## config.mk

```make
export PLATFORM = sky130hd
export DESIGN_NAME = scr1_dmem_arbiter
export DESIGN_NICKNAME = d
export VERILOG_FILES = /design/src/rtl/scr1_dmem_arbiter_pkg.sv /design/src/rtl/scr1_arb_rr2.sv /design/src/rtl/scr1_dmem_arbiter.sv
export SDC_FILE = /design/constraint.sdc
export NUM_CORES = 1
export LEC_CHECK = 0
export ABC_CLOCK_PERIOD_IN_PS = 2800
export BUFFER_PORTS_ARGS = -buffer_cell sky130_fd_sc_hd__buf_2
export CAP_MARGIN = 20
export CORE_AREA = 4 4 120 122
export DETAILED_ROUTE_END_ITERATION = 7
export DIE_AREA = 0 0 124 126
export PLACE_DENSITY_LB_ADDON = 0.15
export SLEW_MARGIN = 25
export SYNTH_ARGS = -nofsm -noshare
export SYNTH_HDL_FRONTEND = slang
export SYNTH_SLANG_ARGS = --single-unit
export TNS_END_PERCENT = 30
```

## constraint.sdc

```tcl
create_clock -name clk -period 2.8 [get_ports clk]
set_clock_uncertainty 0.2 [all_clocks]
set_input_delay 0.42 -clock clk [delete_from_list [all_inputs] [get_ports clk]]
set_output_delay 0.42 -clock clk [all_outputs]
set_load 0.05 [all_outputs]
```

## src/rtl/scr1_dmem_arbiter_pkg.sv

```systemverilog
// Shared memory-interface types for the SCR1 data-memory arbiter.
// - default address/data widths
// - command, width and response encodings of the SCR1 memory port
// - two-state arbiter FSM encoding, shared with IMEM-side variants
package scr1_dmem_arbiter_pkg;

  localparam int SCR1_DMEM_AWIDTH = 32;
  localparam int SCR1_DMEM_DWIDTH = 32;

  typedef enum logic [1:0] {
    SCR1_MEM_CMD_RD    = 2'b00,
    SCR1_MEM_CMD_WR    = 2'b01,
    SCR1_MEM_CMD_ERROR = 2'b11
  } type_scr1_mem_cmd_e;

  typedef enum logic [1:0] {
    SCR1_MEM_WIDTH_BYTE  = 2'b00,
    SCR1_MEM_WIDTH_HWORD = 2'b01,
    SCR1_MEM_WIDTH_WORD  = 2'b10,
    SCR1_MEM_WIDTH_ERROR = 2'b11
  } type_scr1_mem_width_e;

  typedef enum logic [1:0] {
    SCR1_MEM_RESP_NOTRDY = 2'b00,
    SCR1_MEM_RESP_RDY_OK = 2'b01,
    SCR1_MEM_RESP_RDY_ER = 2'b10
  } type_scr1_mem_resp_e;

  // ADDR: nothing outstanding; DATA: one transaction awaiting its response
  typedef enum logic {
    SCR1_ARB_FSM_ADDR = 1'b0,
    SCR1_ARB_FSM_DATA = 1'b1
  } type_scr1_arb_fsm_e;

endpackage : scr1_dmem_arbiter_pkg

```

## src/rtl/scr1_arb_rr2.sv

```systemverilog
// Two-way round-robin grant with hold.
// Ports:
//   clk, rst_n  clock, async active-low reset
//   req[1:0]    per-requester request
//   issue_en    arbiter may issue a request this cycle
//   hs          downstream handshake (mem_req & mem_req_ack)
//   grant       index of the granted requester (combinational)
// prio_r moves only on handshake. A request that is presented but not
// accepted locks the grant to its owner until accepted or withdrawn.
module scr1_arb_rr2 (
  input  logic       clk,
  input  logic       rst_n,
  input  logic [1:0] req,
  input  logic       issue_en,
  input  logic       hs,
  output logic       grant
);

  logic prio_r;
  logic hold_r;
  logic hold_owner_r;
  logic hold_valid;
  logic pending;

  // A withdrawn held request releases the lock in the same cycle
  assign hold_valid = hold_r & req[hold_owner_r];
  assign pending    = issue_en & (|req) & ~hs;

  always_comb begin
    grant = prio_r;
    if (hold_valid) begin
      grant = hold_owner_r;
    end else begin
      case (req)
        2'b01:   grant = 1'b0;
        2'b10:   grant = 1'b1;
        default: grant = prio_r;
      endcase
    end
  end

  always_ff @(posedge clk or negedge rst_n) begin
    if (!rst_n) begin
      prio_r       <= 1'b0;
      hold_r       <= 1'b0;
      hold_owner_r <= 1'b0;
    end else if (hs) begin
      prio_r <= ~grant;
      hold_r <= 1'b0;
    end else if (pending) begin
      hold_r       <= 1'b1;
      hold_owner_r <= grant;
    end else if (hold_r & ~req[hold_owner_r]) begin
      hold_r <= 1'b0;
    end
  end

endmodule : scr1_arb_rr2

```

## src/rtl/scr1_dmem_arbiter.sv

```systemverilog
// Shares one SCR1 data-memory port between the core DMEM interface (m0)
// and a secondary master (m1). One outstanding transaction; responses are
// routed to the issuing requester; round-robin with grant lock.
// Ports:
//   clk, rst_n                      clock, async active-low reset
//   mN_req/mN_req_ack               requester handshake (N = 0, 1)
//   mN_cmd/width/addr/wdata         requester request fields
//   mN_rdata/mN_resp                requester response
//   mem_req/mem_req_ack             downstream handshake
//   mem_cmd/width/addr/wdata        downstream request fields
//   mem_rdata/mem_resp              downstream response
module scr1_dmem_arbiter
  import scr1_dmem_arbiter_pkg::*;
#(
  parameter int AWIDTH = SCR1_DMEM_AWIDTH,
  parameter int DWIDTH = SCR1_DMEM_DWIDTH
) (
  input  logic                 clk,
  input  logic                 rst_n,
  // requester 0
  input  logic                 m0_req,
  output logic                 m0_req_ack,
  input  type_scr1_mem_cmd_e   m0_cmd,
  input  type_scr1_mem_width_e m0_width,
  input  logic [AWIDTH-1:0]    m0_addr,
  input  logic [DWIDTH-1:0]    m0_wdata,
  output logic [DWIDTH-1:0]    m0_rdata,
  output type_scr1_mem_resp_e  m0_resp,
  // requester 1
  input  logic                 m1_req,
  output logic                 m1_req_ack,
  input  type_scr1_mem_cmd_e   m1_cmd,
  input  type_scr1_mem_width_e m1_width,
  input  logic [AWIDTH-1:0]    m1_addr,
  input  logic [DWIDTH-1:0]    m1_wdata,
  output logic [DWIDTH-1:0]    m1_rdata,
  output type_scr1_mem_resp_e  m1_resp,
  // downstream
  output logic                 mem_req,
  input  logic                 mem_req_ack,
  output type_scr1_mem_cmd_e   mem_cmd,
  output type_scr1_mem_width_e mem_width,
  output logic [AWIDTH-1:0]    mem_addr,
  output logic [DWIDTH-1:0]    mem_wdata,
  input  logic [DWIDTH-1:0]    mem_rdata,
  input  type_scr1_mem_resp_e  mem_resp
);

  type_scr1_arb_fsm_e fsm, fsm_next;
  logic owner_r;
  logic grant;
  logic issue_en;
  logic hs;

  // Issue is allowed when idle or when the outstanding transaction completes
  // OK this cycle. Gated by rst_n so no request leaks out while in reset.
  assign issue_en = rst_n & ((fsm == SCR1_ARB_FSM_ADDR) |
                             ((fsm == SCR1_ARB_FSM_DATA) & (mem_resp == SCR1_MEM_RESP_RDY_OK)));
  assign hs       = mem_req & mem_req_ack;

  scr1_arb_rr2 i_rr2 (
    .clk      (clk),
    .rst_n    (rst_n),
    .req      ({m1_req, m0_req}),
    .issue_en (issue_en),
    .hs       (hs),
    .grant    (grant)
  );

  // State register
  always_ff @(posedge clk or negedge rst_n) begin
    if (!rst_n) begin
      fsm     <= SCR1_ARB_FSM_ADDR;
      owner_r <= 1'b0;
    end else begin
      fsm <= fsm_next;
      if (hs) owner_r <= grant;
    end
  end

  // Next state
  always_comb begin
    fsm_next = fsm;
    case (fsm)
      SCR1_ARB_FSM_ADDR: begin
        if (hs) fsm_next = SCR1_ARB_FSM_DATA;
      end
      SCR1_ARB_FSM_DATA: begin
        case (mem_resp)
          SCR1_MEM_RESP_RDY_OK: fsm_next = hs ? SCR1_ARB_FSM_DATA : SCR1_ARB_FSM_ADDR;
          SCR1_MEM_RESP_RDY_ER: fsm_next = SCR1_ARB_FSM_ADDR;
          default:              fsm_next = SCR1_ARB_FSM_DATA;
        endcase
      end
      default: fsm_next = SCR1_ARB_FSM_ADDR;
    endcase
  end

  // Outputs: request mux, acks, response routing
  always_comb begin
    mem_req    = issue_en & (m0_req | m1_req);
    mem_cmd    = SCR1_MEM_CMD_ERROR;
    mem_width  = SCR1_MEM_WIDTH_ERROR;
    mem_addr   = '0;
    mem_wdata  = '0;
    if (mem_req) begin
      mem_cmd   = grant ? m1_cmd   : m0_cmd;
      mem_width = grant ? m1_width : m0_width;
      mem_addr  = grant ? m1_addr  : m0_addr;
      mem_wdata = grant ? m1_wdata : m0_wdata;
    end

    m0_req_ack = issue_en & ~grant & mem_req_ack;
    m1_req_ack = issue_en &  grant & mem_req_ack;

    m0_resp  = SCR1_MEM_RESP_NOTRDY;
    m1_resp  = SCR1_MEM_RESP_NOTRDY;
    m0_rdata = '0;
    m1_rdata = '0;
    if (fsm == SCR1_ARB_FSM_DATA) begin
      if (owner_r) begin
        m1_resp  = mem_resp;
        m1_rdata = mem_rdata;
      end else begin
        m0_resp  = mem_resp;
        m0_rdata = mem_rdata;
      end
    end
  end

endmodule : scr1_dmem_arbiter

```

**After elaboration in Yosys (flattened, before gate mapping)**

Cells that the tools add are included.

- Multiplexer cells: 26
- Equal/unequal tests: 4
- Reductions and logical operators: 3
- $lt $le $gt $ge: 1
- Bitwise operators: 18

Operators with widths:

| cell | number |
|---|---|
| 2-to-1 mux 32 bit | 8 |
| 2-to-1 mux 2 bit | 8 |
| bitwise AND 1 bit | 12 |
| 2-to-1 mux 1 bit | 7 |
| one-hot mux 1 bit (2 select lines) | 3 |
| equality test 2 x 1 -> 1 bit, second input constant | 2 |
| equality test 2 bit, second input constant | 2 |
| NOT 1 bit | 4 |
| nonzero test 3 bit | 1 |
| < comparator 1 x 2 -> 1 bit, second input constant | 1 |
| bitwise OR 1 bit | 2 |
| AND reduction 2 bit | 1 |
| OR reduction 2 bit | 1 |

- Output and inout bits: 139
- Logic and storage cells: 57
- Input port bits: 175
- Bits in registers: 5

**Depth between registers and ports, before layout**

- Depth in word-level cells: 10
- Mapped depth: 9
- Mapped depth without buffers: 6

**Hierarchy**

Synthesis repeated with hierarchy kept, for this count alone.

- Cell total of the unflattened synthesis: 267
- Area total of the unflattened synthesis: 1,868.0 um^2

Modules (own cells, without submodules):

| module | instances | area each (um^2) | cells each |
|---|---|---|---|
| scr1_dmem_arbiter | 1 | 1,675.4 | 248 |
| scr1_arb_rr2 | 1 | 192.7 | 19 |

**Worst setup path before layout**

Ideal clock, no wire load.

- Path kind: input port to output port
- From: in m0_req
- To: out mem_addr[25]
- Data arrival time: 2.433 ns
- Stages on the path: 9
- Path slack: -0.253 ns
- Cell sequence: inv_1 > ha_1 > mux2_2 > a21bo_1 > buf_6 > buf_6 > buf_6 > nand3_1 > a21oi_1

- Word-level cells in the longest chain between the ends: 6

Ends and longest elaborated chain:

| what | line | text |
|---|---|---|
| start, declared | scr1_dmem_arbiter.sv:21 | `input logic m0_req,` |
| 2-to-1 mux 1 bit (implied by the code) (2 in series) | scr1_arb_rr2.sv:26 | `assign hold_valid = hold_r & req[hold_owner_r];` |
| bitwise AND 1 bit | scr1_arb_rr2.sv:26 |  |
| 2-to-1 mux 1 bit | scr1_arb_rr2.sv:31 | `if (hold_valid) begin` |
| 2-to-1 mux 32 bit | scr1_dmem_arbiter.sv:109 | `mem_addr = grant ? m1_addr : m0_addr;` |
| 2-to-1 mux 32 bit (*) | scr1_dmem_arbiter.sv:106 | `if (mem_req) begin` |
| end, declared | scr1_dmem_arbiter.sv:43 | `output logic [AWIDTH-1:0] mem_addr,` |

Mark *: on every way between the ends. The rest lies on a longest branch, timed or not. The select of a mux whose other input is x is not followed.

**Final worst setup path**

Ends and elaborated chain as after synthesis.

==> results.md <==
* Status: complete, no violations
* Pleak at 2.37 nW
* Syn_nets at 530
* CP Capture Type: output port
* Simple-gate share of the synthesized area at 0.424
* Top cells by area, synth: nand3_1 17%, a21oi_1 16%, o21ai_0 15%
* Inserted Clock Buffers at 3
* NumNets Final at 818
* Clock buffer depth at 2
* Unrepaired setup endpoints after global routing: yes
* Fmax at 368 MHz
* Residual DRC count at 0
* Core area at approximately 13000 um^2
* Synth area leader: nand3_1
* First-pass GRT wire length at between 15000 and 20000 um
* DIE AREA at 15600 um^2
* Clk Latency, worst-skew pair at 220 ps
* Post-synth top cells: 69 x nand3_1, 64 x a21oi_1, 62 x o21ai_0
* WL final at 12600 um
* Yosys Warn Count at 0
* Antenna violations before repair at 0
* Worst Tran Pin Value at ~400 ps
* Gp weighted congestion at roughly 0.84
* Critical path type: in2out
* Register clock-pin slew on the reported worst setup and hold paths at 30 ps
* Via count at 3797
* Max Cap Viol at 0
* Adder-Cell Fraction of Synth Area at 0.0123
* Htree depth at 1
* Critical Path RT at 2180 ps
* Pwr/cell area at 725 nW/um^2
* Clock sinks at 5
* Asr flop ratio synth at 1.00
* Total GRT Usage at 0.140
* Via/cell ratio at 4.65
* WP buf/inv at 4
* Worst setup SP type: primary input
* Post-synthesis mux area share at 0.0296
* Mapped Area at around 2000 um^2
* # rows at 42
* Die height at 126 um
* Number of iterations in the first detailed-routing pass at 4
* Final Max Tran Viols at 0
* Number of distinct library cells after synthesis at 26
* Register area share after synthesis at 0.0616
* WP data arrival at 2100 ps
* Clk root buf: clkbuf_16
* CP max stage cell: mux2_2
* Crit path time final at 2720 ps
* CP max stage delay at 340 ps
* DR iter-0 viols at 131
* XOR/XNOR share of the synthesized area at 0
* Starting Density at 0.154
* CP cell instances: buf_2 -> inv_1 -> ha_1 -> mux2_2 -> a21bo_4 -> buf_12 -> nand3_1 -> a21oi_2 -> clkbuf_4
* CTS tree: yes
* Main combinational cell family by area after synthesis: simple AND/OR/NAND/NOR gates
* Slew HR at 0.731
* Num ports at 314
* Diodes inserted at 0
* Top FF cell, synth: dfrtp_1
* Drt wl/cell at ~15 um
* Die width at 124 um
* Area grow syn2layout at 110%
* Synth Instances at 353
* Largest net degree at the start of global routing at 70
* Crit-path leading delay family: buffers and inverters
* EDFF count, synth at 0
* Non-Filler Instances at a little over 800
* Final core utilization at 0.323
* Syn avg cell area at 5.75 um^2
* Setup-failing EPs final at 0
* Ratio of final minimum period to clock period at 0.971
* Gr ovfl total at 0
* Placed Instances at 810
* Detail Placement HPWL at 9660 um
* Max FO, Critical Path at 22
* Compound-cell area share of the yosys netlist at 0.355
* Buffers on Ports at ~310
* Ratio of cells with drive above 1 in the final layout at 0.588
* Vias in the first global route at between 3000 and 4000
* Hold Fails Final Rpt at 0
* Cell with the most instances after synthesis: nand3_1
* Fillers at 1459
* Antenna viol nets, final at 0
* Peak supply drop at approximately 0.37 mV
* Flops & latches, synth at 5
* Yosys top cell area share at 0.170
* Hold Crit Class: reg2reg
-- placed cells by master (no fill, tap or decap), drive strengths merged --
| cell type | n |
|---|---|
| nand3b | 1 |
| a21boi | 1 |
| o21a | 1 |
| nor2b | 1 |
| a21bo | 1 |
| mux2 | 5 |
| a31o | 1 |
| inv | 5 |
| clkbuf | 6 |
| nand3 | 73 |
| nand2 | 1 |
| ha | 2 |
| buf | 326 |
| a21oi | 64 |
| dlygate4sd3 | 1 |
| o211ai | 2 |
| o21ai | 68 |
| dfrtp | 5 |
| and3 | 35 |
| nor2 | 7 |
| and2 | 34 |
-- sequential cells by signal, summed over array words and instances (netlist names) --
| signal | count |
|---|---|
| fsm | 1 |
| owner_r | 1 |
| i_rr2.hold_r | 1 |
| i_rr2.hold_owner_r | 1 |
| i_rr2.prio_r | 1 |
-- cell families after synthesis --
kind of cell	count (synthesis)
AOI/OAI and AO/OA	138
muxes	5
and+or+nand+nor	152
buffers and inverters	51
DFF	5
adders and majority gates	2
-- report_power, final --
group | total [W] | leakage (nW) | internal, W | switching (W)
clock network | 0.000231 | 0.0382 | 0.000188 | 0.0000427
registers | 0.000124 | 0.0612 | 0.000100 | 0.0000241
logic | 0.00273 | 2.28 | 0.000840 | 0.00189
total | 0.00309 | 2.37 | 0.00113 | 0.00196
-- routing by layer --
metal  global-route usage  vias up  share of wire
li1                     -     1842              -
met1                0.145     1749           0.34
met2                0.287      196           0.54
met3               0.0327       10           0.11
met4              0.00966        0         0.0091
met5                    0        -              0
-- what timing repair did --
action                                  in CTS  in global routing
endpoints found under the setup margin      38                 67
buffers inserted                             0                  0
hold endpoints to repair                     5                  0
hold buffers                                 1                  0
resized for setup                           40                 75
cloned                                       0                  1
-- through the flow --
step	hold WS (ps)	setup slack [ps]	power, W	area [um^2]	TNS (ps)
after global placement	57.0	-49.7	0.00269	3880	-126
after global routing	356	-22.0	0.00328	4260	-288
after CTS	338	-20.0	0.00300	4080	-22.6
after floorplan	-75.6	-189	0.00203	2100	-8000
after detailed placement	57.9	-74.5	0.00270	3880	-539
final	324	81.2	0.00309	4260	0
-- cell type report --
cell class              count  area, um^2  area share
repair buffers            329        2020       0.474
inverters                   5        18.8     0.00441
clock buffers               4        78.8      0.0185
multi-input cells         297        1800       0.422
flip-flops and latches      5         125      0.0294
well taps                 176         220      0.0517
-- final timing paths --
kind                               from            endpoint  slack, ps  cells after the start
min reg2reg                i_rr2.prio_r        i_rr2.prio_r        320                      1
max                              m0_req        mem_addr[25]         80                      9
max in group asynchronous         rst_n                 fsm       1770                      2
max reg2reg                i_rr2.prio_r             owner_r        910                      6
min in group asynchronous         rst_n  i_rr2.hold_owner_r        430                      2
min                        i_rr2.prio_r        i_rr2.prio_r        320                      1
Note: power is estimated with default switching activity, not from simulation.
